[src/rtl/serial_sub4_pkg.sv]
// -----------------------------------------------------------------------------
// serial_sub4_pkg
// Shared definitions for the bit-serial subtractor: FSM state encoding,
// default operand width and the bit-counter width.
//
// Optional feature macro used by the block: SERIAL_SUB4_OVF_EN (adds ovf).
// -----------------------------------------------------------------------------
package serial_sub4_pkg;

   // Default operand/result width; legal range 2..8.
   localparam int DEF_WIDTH = 4;

   // Counter is sized for the largest legal WIDTH (8), so it must hold 0..8.
   localparam int CNT_W = 4;

   typedef enum logic [1:0] {
      ST_IDLE  = 2'd0,
      ST_SHIFT = 2'd1,
      ST_DONE  = 2'd2
   } state_e;

endpackage : serial_sub4_pkg

[src/rtl/full_subtractor.sv]
// -----------------------------------------------------------------------------
// full_subtractor
// One-bit full subtractor computing a - b - bin.
//
// Ports:
//   a    in  minuend bit
//   b    in  subtrahend bit
//   bin  in  borrow in
//   d    out difference bit
//   bout out borrow out
// -----------------------------------------------------------------------------
module full_subtractor (
   input  logic a,
   input  logic b,
   input  logic bin,
   output logic d,
   output logic bout
);

   assign d    = a ^ b ^ bin;
   assign bout = (~a & b) | (bin & ~(a ^ b));

endmodule : full_subtractor

[src/rtl/serial_sub4.sv]
// -----------------------------------------------------------------------------
// serial_sub4
// Bit-serial subtractor: computes a - b one bit per enabled clock, LSB first,
// through a single full_subtractor. A start accepted in IDLE takes WIDTH SHIFT
// cycles plus one DONE cycle; d/bout/done update on the edge leaving DONE.
//
// Optional feature: define SERIAL_SUB4_OVF_EN to add the signed overflow
// output ovf, updated together with d.
//
// Ports:
//   clk    in   rising-edge clock
//   rst_n  in   asynchronous active-low reset
//   ena    in   clock enable; 0 freezes all state
//   start  in   request a subtraction (sampled in IDLE only)
//   a      in   minuend  [WIDTH]
//   b      in   subtrahend [WIDTH]
//   busy   out  high in SHIFT and DONE
//   done   out  one-cycle pulse when d/bout update
//   d      out  (a - b) mod 2^WIDTH [WIDTH]
//   bout   out  borrow out (a < b unsigned)
//   ovf    out  signed overflow (only with SERIAL_SUB4_OVF_EN)
// -----------------------------------------------------------------------------
module serial_sub4
   import serial_sub4_pkg::*;
#(
   parameter int WIDTH = DEF_WIDTH
) (
   input  logic             clk,
   input  logic             rst_n,
   input  logic             ena,
   input  logic             start,
   input  logic [WIDTH-1:0] a,
   input  logic [WIDTH-1:0] b,
   output logic             busy,
`ifdef SERIAL_SUB4_OVF_EN
   output logic             ovf,
`endif
   output logic             done,
   output logic [WIDTH-1:0] d,
   output logic             bout
);

   state_e             state_q, state_d;
   logic [WIDTH-1:0]   a_sh_q, a_sh_d;
   logic [WIDTH-1:0]   b_sh_q, b_sh_d;
   logic [WIDTH-1:0]   res_q, res_d;
   logic               borrow_q, borrow_d;
   logic [CNT_W-1:0]   cnt_q, cnt_d;
   logic [WIDTH-1:0]   d_q, d_d;
   logic               bout_q, bout_d;
   logic               done_q, done_d;
`ifdef SERIAL_SUB4_OVF_EN
   logic               ovf_q, ovf_d;
`endif

   logic               fs_d, fs_bout;

   full_subtractor u_fs (
      .a    (a_sh_q[0]),
      .b    (b_sh_q[0]),
      .bin  (borrow_q),
      .d    (fs_d),
      .bout (fs_bout)
   );

   always_ff @(posedge clk or negedge rst_n) begin
      if (!rst_n) begin
         state_q  <= ST_IDLE;
         a_sh_q   <= '0;
         b_sh_q   <= '0;
         res_q    <= '0;
         borrow_q <= 1'b0;
         cnt_q    <= '0;
         d_q      <= '0;
         bout_q   <= 1'b0;
         done_q   <= 1'b0;
`ifdef SERIAL_SUB4_OVF_EN
         ovf_q    <= 1'b0;
`endif
      end else begin
         state_q  <= state_d;
         a_sh_q   <= a_sh_d;
         b_sh_q   <= b_sh_d;
         res_q    <= res_d;
         borrow_q <= borrow_d;
         cnt_q    <= cnt_d;
         d_q      <= d_d;
         bout_q   <= bout_d;
         done_q   <= done_d;
`ifdef SERIAL_SUB4_OVF_EN
         ovf_q    <= ovf_d;
`endif
      end
   end

   always_comb begin
      state_d  = state_q;
      a_sh_d   = a_sh_q;
      b_sh_d   = b_sh_q;
      res_d    = res_q;
      borrow_d = borrow_q;
      cnt_d    = cnt_q;
      d_d      = d_q;
      bout_d   = bout_q;
      done_d   = done_q;
`ifdef SERIAL_SUB4_OVF_EN
      ovf_d    = ovf_q;
`endif
      // With ena low every register keeps its value, done included.
      if (ena) begin
         done_d = 1'b0;
         unique case (state_q)
            ST_IDLE: begin
               if (start) begin
                  a_sh_d   = a;
                  b_sh_d   = b;
                  borrow_d = 1'b0;
                  cnt_d    = '0;
                  state_d  = ST_SHIFT;
               end
            end
            ST_SHIFT: begin
               // Operands rotate rather than shift so that after WIDTH steps
               // they are back in place and the original MSBs are still
               // available for the overflow term.
               a_sh_d   = {a_sh_q[0], a_sh_q[WIDTH-1:1]};
               b_sh_d   = {b_sh_q[0], b_sh_q[WIDTH-1:1]};
               res_d    = {fs_d, res_q[WIDTH-1:1]};
               borrow_d = fs_bout;
               cnt_d    = cnt_q + 1'b1;
               if (cnt_q == CNT_W'(WIDTH - 1)) begin
                  state_d = ST_DONE;
               end
            end
            ST_DONE: begin
               d_d     = res_q;
               bout_d  = borrow_q;
               done_d  = 1'b1;
`ifdef SERIAL_SUB4_OVF_EN
               ovf_d   = (a_sh_q[WIDTH-1] != b_sh_q[WIDTH-1]) &&
                         (res_q[WIDTH-1]  != a_sh_q[WIDTH-1]);
`endif
               state_d = ST_IDLE;
            end
            default: begin
               state_d = ST_IDLE;
            end
         endcase
      end
   end

   assign busy = (state_q != ST_IDLE);
   assign done = done_q;
   assign d    = d_q;
   assign bout = bout_q;
`ifdef SERIAL_SUB4_OVF_EN
   assign ovf  = ovf_q;
`endif

endmodule : serial_sub4

[config.mk]
export PLATFORM = sky130hd
export DESIGN_NAME = serial_sub4
export DESIGN_NICKNAME = d
export VERILOG_FILES = /design/src/rtl/serial_sub4_pkg.sv /design/src/rtl/full_subtractor.sv /design/src/rtl/serial_sub4.sv
export SDC_FILE = /design/constraint.sdc
export NUM_CORES = 1
export LEC_CHECK = 0
export ABC_AREA = 1
export CAP_MARGIN = 10
export CORE_MARGIN = 5
export CORE_UTILIZATION = 30
export CTS_BUF_LIST = sky130_fd_sc_hd__clkbuf_8
export DETAILED_ROUTE_END_ITERATION = 8
export SETUP_SLACK_MARGIN = 0.3
export SLEW_MARGIN = 15
export SYNTH_ARGS = -nofsm -noshare
export SYNTH_HDL_FRONTEND = slang
export SYNTH_SLANG_ARGS = --single-unit
[constraint.sdc]
create_clock -name clk -period 2.42 [get_ports clk]
set_clock_uncertainty 0.1 [all_clocks]
set_input_delay 0.484 -clock clk [delete_from_list [all_inputs] [get_ports clk]]
set_output_delay 0.484 -clock clk [all_outputs]
set_load 0.02 [all_outputs]
==> results of run 1 <==
## per-stage QoR
step	std cells	setup slack, ns	hold WS (ns)	power, mW
2_1_floorplan	136	1.18	0.0884	1.22
3_3_place_gp	200	0.541	0.364	1.43
3_5_place_dp	200	0.490	0.373	1.45
4_1_cts	204	0.355	0.398	1.71
5_1_grt	204	0.304	0.420	1.84
6_report	204	0.372	0.397	1.69
## cell usage in the layout (no fill, tap or decap), drive strengths merged
master,instances
nand2,50
dfrtp,25
inv,19
clkdlybuf4s50,18
o21ai,12
nor2,8
o211ai,7
nand3,6
clkbuf,3
a21oi,2
xor2,1
o22ai,1
fa,1
ha,1
clkinvlp,1
buf,1
## final cells by class
| cell class | count | area (um^2) |
|---|---|---|
| Clock buffer | 3 | 41.3 |
| Sequential cell | 25 | 626 |
| Fill cell | 379 | 2270 |
| Inverter | 19 | 71.3 |
| Timing Repair Buffer | 19 | 188 |
| Multi-Input combinational cell | 89 | 452 |
| Tap cell | 48 | 60.1 |
| Clock inverter | 1 | 7.51 |
## power groups by stage
stage               Sequential, mW  Combinational [mW]  Clock (mW)
floorplan                    0.754               0.469           0
global placement             0.726               0.699           0
detailed placement           0.730               0.716           0
CTS                          0.726               0.717       0.267
global route                 0.751               0.799       0.285
finish                       0.725               0.707       0.256
## cell families (layout without fill, tap and decap cells)
logic type                 after synthesis  after routing  share of synthesized area, %
AOI/OAI and AO/OA                       22             22                          11.0
xor gates and xnor gates                 1              1                         0.747
adders and majority gates                2              2                          2.77
and+or+nand+nor                         64             64                          24.0
buffers and inverters                   22             42                          8.11
DFF                                     25             25                          53.4
## path summary, 6_finish.rpt
check	end	cells past startpoint	startpoint	slack [ns]
min reg2reg	b_sh_q[2]	2	b_sh_q[2]	0.40
min in group asynchronous	d[2]	2	rst_n	0.46
max reg2reg	b_sh_q[3]	6	state_q[1]	1.03
max	busy	3	state_q[1]	0.37
max in group asynchronous	a_sh_q[0]	2	rst_n	1.51
min	b_sh_q[2]	2	b_sh_q[2]	0.40
## Yosys cell counts
| master | n |
|---|---|
| nor2_8 | 1 |
| nand2_2 | 3 |
| inv_2 | 3 |
| fa_1 | 1 |
| inv_1 | 16 |
| ha_1 | 1 |
| o21ai_1 | 12 |
| nand3_1 | 6 |
| a21oi_1 | 2 |
| nand2_1 | 47 |
| xor2_1 | 1 |
| nor2_2 | 1 |
| nor2_4 | 1 |
| buf_6 | 1 |
| o211ai_1 | 7 |
| buf_2 | 1 |
| buf_4 | 1 |
| dfrtp_1 | 25 |
| o22ai_1 | 1 |
| nor2_1 | 5 |
## state kept, by name, summed over array words and instances (netlist names)
register  flops
res_q         4
done          1
bout          1
a_sh_q        4
borrow_q      1
state_q       2
d             4
cnt_q         4
b_sh_q        4
## routing by layer
| layer | share of wire [%] | wire length [um] | up-vias |
|---|---|---|---|
| met4 | 1.3 | 29 | 0 |
| met1 | 49 | 1120 | 407 |
| li1 | - | - | 468 |
| met2 | 44 | 1010 | 22 |
| met3 | 5.1 | 116 | 4 |
| met5 | 0 | 0 | - |
## worst min-delay path, cell delays in order (launching register included)
cell     delay (ns)
dfrtp_1        0.35
nand2_1        0.06
nand2_1        0.06
==> summary.md, run 1 <==
| Metric | Value |
|---|---|
| Area growth from synthesis to layout | 23.3% |
| Max Root-Sink Buffers | 2 |
| # H-tree levels | 1 |
| IO Count | 19 |
| CTS Buf Count | 3 |
| Drt pass-1 iters | 4 |
| Met3 usage | 3.46% |
| Slew headroom | 73.5% |
| Postcts setup bufs | 0 |
| Post-Syn Instances | 136 |
| Final worst path period need | 2.05 ns |
| Cell family with most CP delay | buffers and inverters |
| Area fraction of the dominant cell type after synthesis | 53.4% |
| Initial antenna violation count | 0 |
| ANT cells | 0 |
| Clock root buffer | clkbuf_8 |
| Hpwl dp | 1.66 mm |
| RSZ-0062 raised after global routing | no |
| Routed Antenna Nets | 0 |
| Hold Buf Count CTS | 0 |
| Layout cells sized above 1 | 8.97% |
| Port-buffer cells | 18 |
| Worst setup EP type | output pin |
| Mean Syn Cell Area | 8.62 um^2 |
| Buf/Inv on CP | 2 |
| PwrDens | 1170 nW/um^2 |
| Count of state elements after synthesis | 25 |
| Clock Power Share | between 10% and 20% |
| Synth Warn # | 0 |
| Sw Share | 40.9% |
| Vias | 901 |
| Critical path type | reg2out |
| FP Rows | 22 |
| GRT met1 Usage | 12.2% |
| DIE HEIGHT | 72.5 um |
| WP data arrival | about 1.5 ns |
| Critical Path Fanout Max | 5 |
| Die Wd | about 73 um |
| Drt via density | 4.42 |
| Die area | roughly 5300 um^2 |
| Setup violations, final | 0 |
| Top Usage Layer GRT | met2 |
| CTS sink count | 25 |
| Synthesized area | 1170 um^2 |
| Sw Pwr | 690 uW |
| Seq pwr share | roughly 43% |
| Worst-Margin Slew | 0.397 ns |
| Required @ worst endpoint | 1.84 ns |
| Largest cells by area after synthesis | dfrtp_1, nand2_1, o21ai_1, inv_1, o211ai_1 |
| HP Class | reg2reg |
| GP Congestion | 0.791 |
| Initial Util | 31.5% |
| Grt ovf | 0 |
| Max-Cap Viols | 0 |
| Post-DP Area | 1400 um^2 |
| Total Routed Length | 2.28 mm |
| Setup crit start kind | register |
| TritonCTS clock tree | done |
| Layout Utilization | 38.9% |
| Final Hold Vio Count | 0 |
| P_int | 997 uW |
| Max Slew Vio Count | 0 |
| First-pass GRT wire length | 3.89 mm |
| Slowest stage delay, CP | 0.59 ns |
| Skew-Pair Late Insertion Delay | 0.27 ns |
| DRC violations left | 0 |
| Cell Chain, Critical Path | nor2_1 -> inv_1 -> clkdlybuf4s50_1 |
| Status | finished, final reports clean |
| Clock transition at the registers of the reported paths | about 0.09 ns |
| Final net count | approximately 170 |
| Combinational power share | 41.9% |
| DRT iter0 DRCs | 30 |
| Post-synthesis sequential area ratio | between 50 and 60% |
| Worst path slowest cell | clkdlybuf4s50_1 |
| Largest net degree at the start of global routing | 26 |
| Final period utilization | 84.6% |
| Total GRT Usage | under 10% |
| Area leader, netlist | dfrtp_1 |
| Routed length per placed instance | 11.2 um |
| Core region area | 3720 um^2 |
| Setup TNS | 0 ns |
| Leak | 0.712 nW |
| Worst VDD drop | roughly 0.55 mV |
| Maximum clock frequency | 488 MHz |
| Synth cell types | 20 |
| Grt met2 use | 14.9% |
| Post-CTS resize count | 0 |
| Vias in the first global route | 872 |
| Fin area | 1450 um^2 |
| Post-Syn Nets | 150 |
(Power assumes the default switching activity.)
==> run 2, diff against run 1 <==
==> constraint.sdc (replaced) <==
create_clock -name clk -period 1.75 [get_ports clk]
set_clock_uncertainty 0.1 [all_clocks]
set_input_delay 0.35 -clock clk [delete_from_list [all_inputs] [get_ports clk]]
set_output_delay 0.35 -clock clk [all_outputs]
set_load 0.02 [all_outputs]
==> run 2 against run 1 <==
Effect of this change: total power rose by 41%; design area is 4.6% higher; critical path depth unchanged; combinational power is 50% higher; register-to-register slack got worse by 0.61 ns; core utilization is 1.8 points higher; via count grew 6.5%; highest routed layer unchanged; global-route usage down 0.23 points; die area is the same.
==> summary.md, run 2 (same netlist as run 1, synthesis figures left out) <==
| Metric | Value |
|---|---|
| PnR worst setup slack | 0.360 ns (-0.0120 ns) |
| RSZ-0062 raised after global routing | yes |
| ANT cells | 0 (unchanged) |
| Largest net degree at the start of global routing | 26 (unchanged) |
| Required @ worst endpoint | 1.30 ns (-0.54 ns) |
| Crit path depth | 3 (unchanged) |
| DRC violations left | 0 (unchanged) |
| Grt ovf | 0 (unchanged) |
| Commonest cells after routing, fill and taps aside | nand2_1, dfrtp_1, inv_1 |
| R2R setup slack | 0.42 ns (-0.61 ns) |
| TritonCTS clock tree | done |
| Die Wd | 72.5 um (unchanged) |
| Clock root buffer | clkbuf_8 |
| Clock transition at the registers of the reported paths | 0.08 ns (about the same) |
| Post-DP Area | 1430 um^2 (+2.2%) |
| Fin area | 1510 um^2 (+4.6%) |
| Overall Power | 2.37 mW (+41%) |
| Cell Chain, Critical Path | nor2_2 -> inv_1 -> buf_6 |
| Final net count | 179 (+4.7%) |
| Critical path type | reg2out |
| Initial antenna violation count | 0 (unchanged) |
| Max Root-Sink Buffers | 2 (unchanged) |
| Die area | 5260 um^2 (unchanged) |
| Worst-Margin Slew | 0.318 ns (-0.0789 ns) |
| Drt via density | 4.53 (+2.5%) |
| Critical Path Fanout Max | 2 (-3) |
| Leak | 0.765 nW (+7.4%) |
| RR Startpoint | state_q[1] |
| Layout cells sized above 1 | 14.6% (+5.7 points) |
| Buf/Inv on CP | 2 (unchanged) |
| Pre-CTS setup slack | 0.0115 ns (-0.479 ns) |
| Worst VDD drop | 0.719 mV (+31%) |
| Hold slack | 0.349 ns (-0.0477 ns) |
| Worst reg-to-reg path cell count | 7 (+1) |
| Cell family with most CP delay | flip-flops |
| Area growth from synthesis to layout | 28.9% |
| CTS Buf Count | 3 (unchanged) |
| Skew-Pair Late Insertion Delay | 0.26 ns (about the same) |
| Combinational power share | 44.7% (+2.8 points) |
| Slew headroom | 78.8% (+5.3 points) |
| IO Count | 19 (unchanged) |
| Routed length per placed instance | 10.2 um (-8.8%) |
| Drt pass-1 iters | 4 (unchanged) |
| Fillers | 380 (+0.26%) |
| Clock Power Share | 14.1% (-1.1 points) |
| Final Hold Vio Count | 0 (unchanged) |
| Sw Pwr | 950 uW (+38%) |
| HP Class | in2async |
| Hpwl dp | 1.58 mm (-4.3%) |
| Vias | 960 (+6.5%) |
| Initial Util | 31.5% (unchanged) |
| Total Routed Length | 2.16 mm (-5.2%) |
| Setup TNS | 0 ns (unchanged) |
| Setup crit start kind | register |
| Status | finished, final reports clean |
| Seq pwr share | 41.2% (-1.8 points) |
| Slowest stage delay, CP | 0.40 ns (-0.19 ns) |
| Critical R2R Capture | a_sh_q[0] |
| P_int | 1.42 mW (+43%) |
| # H-tree levels | 1 (unchanged) |
| First-pass GRT wire length | 3.94 mm (+1.2%) |
| Final worst path period need | about 1.4 ns |
| Port-buffer cells | 18 (unchanged) |
| GP Congestion | 0.785 (-0.71%) |
| Most common cell after layout, fill and taps aside | nand2_1 |
| Sw Share | 40.0% (-0.86 points) |
| Setup violations, final | 0 (unchanged) |
| Core region area | 3720 um^2 (unchanged) |
| Maximum clock frequency | about 720 MHz |
| Worst setup EP type | output pin |
| Max Slew Vio Count | 0 (unchanged) |
| FP Rows | 22 (unchanged) |
| Final period utilization | 79.4% |
| WP data arrival | 0.94 ns (-0.52 ns) |
| Total GRT Usage | 9.18% (-0.23 points) |
| Routed Antenna Nets | 0 (unchanged) |
| Max-Cap Viols | 0 (unchanged) |
| DIE HEIGHT | 72.5 um (unchanged) |
| DRT iter0 DRCs | 31 (+3.3%) |
| CTS sink count | 25 (unchanged) |
| Vias in the first global route | 940 (+7.8%) |
| Worst path slowest cell | dfrtp_1 |
| PwrDens | 1570 nW/um^2 (+34%) |
-- run 2: power groups by stage --
| stage | Combinational [mW] | Sequential [mW] | Clock, mW |
|---|---|---|---|
| floorplan | 0.648 | 1.04 | 0 |
| detailed placement | 1.05 | 0.981 | 0 |
| global route | 1.21 | 1.01 | 0.375 |
| global placement | 1.03 | 0.974 | 0 |
| finish | 1.06 | 0.978 | 0.333 |
| CTS | 1.04 | 0.973 | 0.349 |
-- run 2: worst max path at each step --
| stage | endpoint | slack, ns | startpoint |
|---|---|---|---|
| finish | busy | 0.36 | state_q[1] |
| global route | busy | 0.30 | state_q[1] |
| CTS | busy | 0.18 | state_q[0] |
| detailed placement | a_sh_q[2] | 0.01 | ena |
| global placement | cnt_q[0] | 0.05 | ena |
| floorplan | a_sh_q[1] | 0.53 | state_q[0] |
-- run 2: cell type report --
class                   count  area (um^2)  area share, %
well taps                  48         60.1           3.97
flip-flops and latches     25          626           41.4
clock buffers               3         41.3           2.73
multi-input cells          89          459           30.4
inverters                  19         71.3           4.72
repair buffers             27          249           16.5
clock inverters             1         5.00          0.331
-- run 2: stage by stage --
| stage | std cells | util, % |
|---|---|---|
| finish | 212 | 40.7 |
| global route | 212 | 40.7 |
| CTS | 212 | 40.2 |
| detailed placement | 204 | 38.4 |
| global placement | 204 | 38.4 |
| floorplan | 136 | - |
-- run 2: per-layer routing --
metal | vias to the layer above | global-route usage [%] | wire, um
met2 | 19 | 14.9 | 987
met5 | - | 0 | 0
met3 | 2 | 3.19 | 125
met4 | 0 | 2.46 | 6
met1 | 458 | 11.7 | 1040
li1 | 481 | - | -
-- run 2: worst register-to-register path, cell delays in order, from the launching register on --
cell and delay (ns):
dfrtp_1 0.40, buf_4 0.16, inv_2 0.08, nand2_2 0.08
nor2_8 0.14, buf_4 0.15, nand2_1 0.05, o22ai_1 0.10
-- run 2: timing repair --
action	in CTS	in global routing
pin swaps	1	2
setup endpoints to repair	9	12
setup buffers	4	0
resized for setup	7	13
hold buffers	0	0
